--- src/rtl/seq_det_scheduler.sv ---
// Streams one parallel word at a time, MSB first, into an external serial Mealy detector,
// owns the detector's clear line, and returns the per-word hit count over a valid/ready pair.
module seq_det_scheduler #(
    parameter int W     = 8,
    parameter int CNT_W = 4
) (
    input  logic             clk,
    input  logic             rst,
    input  logic             in_valid,
    output logic             in_ready,
    input  logic [W-1:0]     in_data,
    input  logic             in_cont,
    output logic             det_clr,
    output logic             det_bit,
    input  logic             det_hit,
    output logic             out_valid,
    input  logic             out_ready,
    output logic [CNT_W-1:0] out_count,
    output logic             out_sat
);

    localparam int                IDX_W    = (W > 1) ? $clog2(W) : 1;
    localparam logic [IDX_W-1:0]  IDX_LAST = IDX_W'(W - 1);
    localparam logic [CNT_W-1:0]  CNT_MAX  = '1;

    typedef enum logic [1:0] {
        IDLE,
        CLR,
        SHIFT,
        DONE
    } state_t;

    state_t             state_q, state_d;
    logic [W-1:0]       sreg_q, sreg_d;
    logic [IDX_W-1:0]   idx_q, idx_d;
    logic [CNT_W-1:0]   count_q, count_d;
    logic               sat_q, sat_d;
    // Set once a full word has been streamed since the last clear; gates continue mode.
    logic               primed_q, primed_d;

    // NOTE: state registers take non-blocking assignments only, so every flop samples
    // the pre-edge value of its neighbours regardless of process ordering.
    always_ff @(posedge clk) begin
        if (!rst) begin
            state_q  <= IDLE;
            sreg_q   <= '0;
            idx_q    <= '0;
            count_q  <= '0;
            sat_q    <= 1'b0;
            primed_q <= 1'b0;
        end else begin
            state_q  <= state_d;
            sreg_q   <= sreg_d;
            idx_q    <= idx_d;
            count_q  <= count_d;
            sat_q    <= sat_d;
            primed_q <= primed_d;
        end
    end

    // NOTE: every signal driven here gets a default first, so no path can leave one
    // unassigned and infer a latch.
    always_comb begin
        state_d   = state_q;
        sreg_d    = sreg_q;
        idx_d     = idx_q;
        count_d   = count_q;
        sat_d     = sat_q;
        primed_d  = primed_q;
        in_ready  = 1'b0;
        det_clr   = ~rst;
        det_bit   = 1'b0;
        out_valid = 1'b0;

        unique case (state_q)
            IDLE: begin
                in_ready = 1'b1;
                if (in_valid) begin
                    sreg_d  = in_data;
                    idx_d   = '0;
                    count_d = '0;
                    sat_d   = 1'b0;
                    state_d = (in_cont && primed_q) ? SHIFT : CLR;
                end
            end
            CLR: begin
                det_clr = 1'b1;
                state_d = SHIFT;
            end
            SHIFT: begin
                det_bit = rst & sreg_q[W-1];
                if (det_hit) begin
                    if (count_q == CNT_MAX) begin
                        sat_d = 1'b1;
                    end else begin
                        count_d = count_q + CNT_W'(1);
                    end
                end
                sreg_d = {sreg_q[W-2:0], 1'b0};
                idx_d  = idx_q + IDX_W'(1);
                if (idx_q == IDX_LAST) begin
                    primed_d = 1'b1;
                    state_d  = DONE;
                end
            end
            DONE: begin
                out_valid = 1'b1;
                if (out_ready) begin
                    state_d = IDLE;
                end
            end
            default: state_d = IDLE;
        endcase
    end

    assign out_count = count_q;
    assign out_sat   = sat_q;

endmodule

--- config.mk ---
export PLATFORM = sky130hd
export DESIGN_NAME = seq_det_scheduler
export DESIGN_NICKNAME = d
export VERILOG_FILES = /design/src/rtl/seq_det_scheduler.sv
export SDC_FILE = /design/constraint.sdc
export NUM_CORES = 1
export LEC_CHECK = 0
export ABC_AREA = 1
export BUFFER_PORTS_ARGS = -buffer_cell sky130_fd_sc_hd__buf_2
export CELL_PAD_IN_SITES_DETAIL_PLACEMENT = 1
export CELL_PAD_IN_SITES_GLOBAL_PLACEMENT = 1
export CORE_ASPECT_RATIO = 1.25
export CORE_UTILIZATION = 35
export CTS_BUF_LIST = sky130_fd_sc_hd__clkbuf_2
export CTS_CLUSTER_SIZE = 12
export DETAILED_ROUTE_END_ITERATION = 7
export PLACE_DENSITY = 0.84
export SLEW_MARGIN = 20
export SYNTH_ARGS = -nofsm -noshare
export SYNTH_HDL_FRONTEND = slang
export SYNTH_SLANG_ARGS = --single-unit
--- constraint.sdc ---
create_clock -name clk -period 1.3 [get_ports clk]
set_input_delay 0.065 -clock clk [delete_from_list [all_inputs] [get_ports clk]]
set_output_delay 0.065 -clock clk [all_outputs]
set_load 0.03 [all_outputs]
==> summary.txt <==
Run status
  – Status: finished with violations
  – Failing checks: setup timing

Global route
  – Global Route Usage Sum: 26.0%
  – Pin count of the biggest net entering global routing: 18
  – GRT overflow: 0
  – Initial antenna violation count: 0
  – First-pass GRT wire length: 5800 µm
  – Vias in the first global route: 1228

Drt
  – DRC: 0
  – DR pass1 iterations: 4
  – Drt wl/cell: 19.6 µm
  – Routed wl met2: 2370 µm
  – Via count: 1243
  – Total wire length: 4510 µm
  – Wire length on met3: 137 µm
  – 1st-iter DRT viols: 47
  – Routed Antenna Nets: 0
  – Max layer used: met4
  – M1 WL: 1780 µm
  – Via density: 5.40

Timing
  – Fin worst setup slack: -0.215 ns
  – Final Critical Period: 1.51 ns
  – Worst-Margin Slew: 0.462 ns
  – RSZ-0062 raised after global routing: true
  – Final Hold Fails: 0
  – Max Slew Vio Count: 0
  – Tcrit/Tclk final: 117%
  – Slew HR: 69.2%
  – Max Fclk: 660 MHz
  – Final setup viols: 20
  – Final Skew: 0.0156 ns

Layout
  – Final core occ: 63.3%
  – Most frequent cells in the layout: 35 x nand2_1, 18 x buf_2, 17 x buf_4, 15 x dfxtp_1, 11 x buf_6
  – Share of layout cells above drive strength 1: 50.5%
  – Most common cell after layout, fill and taps aside: nand2_1
  – Post-route insts no fill: 230
  – Post-layout nets: 219
  – Syn-to-layout area delta: 70.0%
  – Antenna cell count: 0

Yosys
  – Seq cells post-synth: 19
  – Syn_nets: 162
  – Avg Cell Area, Syn: 7.20 µm²
  – Syn Std Cell Area: 1010 µm²
  – Seq/Total Area, Yosys: 37.7%
  – Library cells used by synthesis: 21
  – Gate Count Post-Synth: 140
  – Synth warn: 0

Power
  – LEAKAGE: 0.796 nW
  – Peak VDD IR: 1490 µV
  – P per Cell Area: 2210 nW/µm²

Floorplanning
  – Initial Utilization: 37.3%
  – Row count: 21
  – Core ar.: 2710 µm²
  – Die W: 50.0 µm
  – I/O pin count: 23
  – Die outline area: 3100 µm²
  – Chip height: 62.0 µm

Critical path
  – Critical R2R Capture: out_count[0]
  – Crit path DAT: 1.80 ns
  – Critical Path End Type: flop
  – Crit Path Max Fanout: 6
  – CP required: 1.59 ns
  – Worst reg2reg path depth: 11
  – Worst Setup EP: out_count[0]
  – CP startpoint: state_q[1]
  – Reg-to-reg startpoint: state_q[1]
  – Reg2Reg Setup Slack: -0.21 ns
  – Crit path kind: flop to flop
  – Crit start category: flop

Clock network
  – Clock-pin slew on the worst setup and hold paths: 0.22 ns
  – Clk root buf: clkbuf_2
  – CTS Sinks: 19
  – CTS max path bufs: 2
  – Clk_lat worst skew: 0.36 ns
  – Num CTS Buffers: 3
  – H-tree levels: 1
  – CTS tree: done

Place
  – Pre-CTS WS: -0.179 ns
  – Port bufs: 22
  – GP Congestion: 0.798
  – Cells after DPL: 208
  – DP Wirelength: 2250 µm

Worst hold path
  – HP Start: in_valid
  – Hold Crit Class: input pin to flop

Run
  – Max_cap viols: 0
-- area by class of cell --
class                   instances  area, µm²
inverters                      16       67.6
well taps                      34       42.5
flip-flops and latches         19        388
clock buffers                   3       15.0
clock inverters                 1       5.00
multi-input cells             101        734
fillers                       333        992
repair buffers                 56        462
-- power breakdown --
group / switching [W] / leakage [nW] / internal (W) / total (W)
Combinational: 0.00142 / 0.623 / 0.00119 / 0.00261
Sequential: 0.000132 / 0.157 / 0.000749 / 0.000881
Clock: 0.000223 / 0.0164 / 0.0000696 / 0.000293
Total: 0.00177 / 0.796 / 0.00201 / 0.00378
-- worst min path at each step --
| stage | endpoint | slack (ns) | cells after the start |
|---|---|---|---|
| floorplan | sreg_q[1] | 0.21 | 2 |
| global placement | sreg_q[3] | 0.33 | 3 |
| detailed placement | sreg_q[0] | 0.34 | 3 |
| CTS | out_sat | 0.06 | 3 |
| global route | out_sat | 0.09 | 3 |
| finish | out_sat | 0.08 | 3 |
-- layer usage --
metal / vias up / GRT usage (%)
li1: 573 / -
met1: 598 / 28.8
met2: 53 / 49.1
met3: 19 / 2.92
met4: 0 / 13.9
met5: - / 0
-- cell usage after synthesis, drive strengths merged --
master | n | area (µm²)
or2 | 2 | 12.5
buf | 4 | 31.3
nand3 | 9 | 45.0
inv | 16 | 60.1
nor2 | 7 | 28.8
a21oi | 4 | 20.0
nand4 | 3 | 18.8
a31oi | 8 | 50.1
o21ai | 13 | 65.1
dfxtp | 19 | 380
a211oi | 1 | 12.5
ha | 8 | 100
nand2 | 45 | 176
o21a | 1 | 7.51
-- what timing repair did --
item,CTS,global route
hold buffers,8,0
setup endpoints to repair,22,23
pin swaps,4,12
cloned,0,1
gates resized for setup,42,36
buffers inserted,7,2
endpoints found under the hold margin,8,0
-- through the flow --
step                hold WS (ns)  area, µm²  power [W]  setup TNS (ns)
finish                    0.0828       1710    0.00378           -2.76
global route              0.0896       1710    0.00395           -3.44
CTS                       0.0598       1540    0.00313           -1.62
detailed placement         0.342       1270    0.00235          -0.952
global placement           0.331       1270    0.00224          -0.129
floorplan                  0.207       1030    0.00178        -0.00951
-- registers in the layout (all words and copies together), names as in the netlist --
| register | flops |
|---|---|
| state_q | 2 |
| out_sat | 1 |
| idx_q | 3 |
| primed_q | 1 |
| out_count | 4 |
| sreg_q | 8 |
-- cell families (layout without fill, tap and decap cells) --
kind of cell	after synthesis	after routing	synth area share (%)
adder cells (fa/ha/maj)	8	8	9.93
AND/OR/NAND/NOR	66	66	27.9
AO/OA/AOI/OAI	27	27	15.4
buffers and inverters	20	76	9.06
flip-flops	19	19	37.7
-- worst max-delay path, stage by stage (launching register included) --
cell and delay [ns]:
dfxtp_4 0.42, inv_4 0.04, buf_6 0.12, ha_4 0.18, inv_4 0.07, nand2_4 0.07, nand2_8 0.13, nand2_4 0.08
nor2_4 0.12, nand2_2 0.07, nand2_2 0.08, nor2_1 0.06
Power figures use the tool's default switching activity.
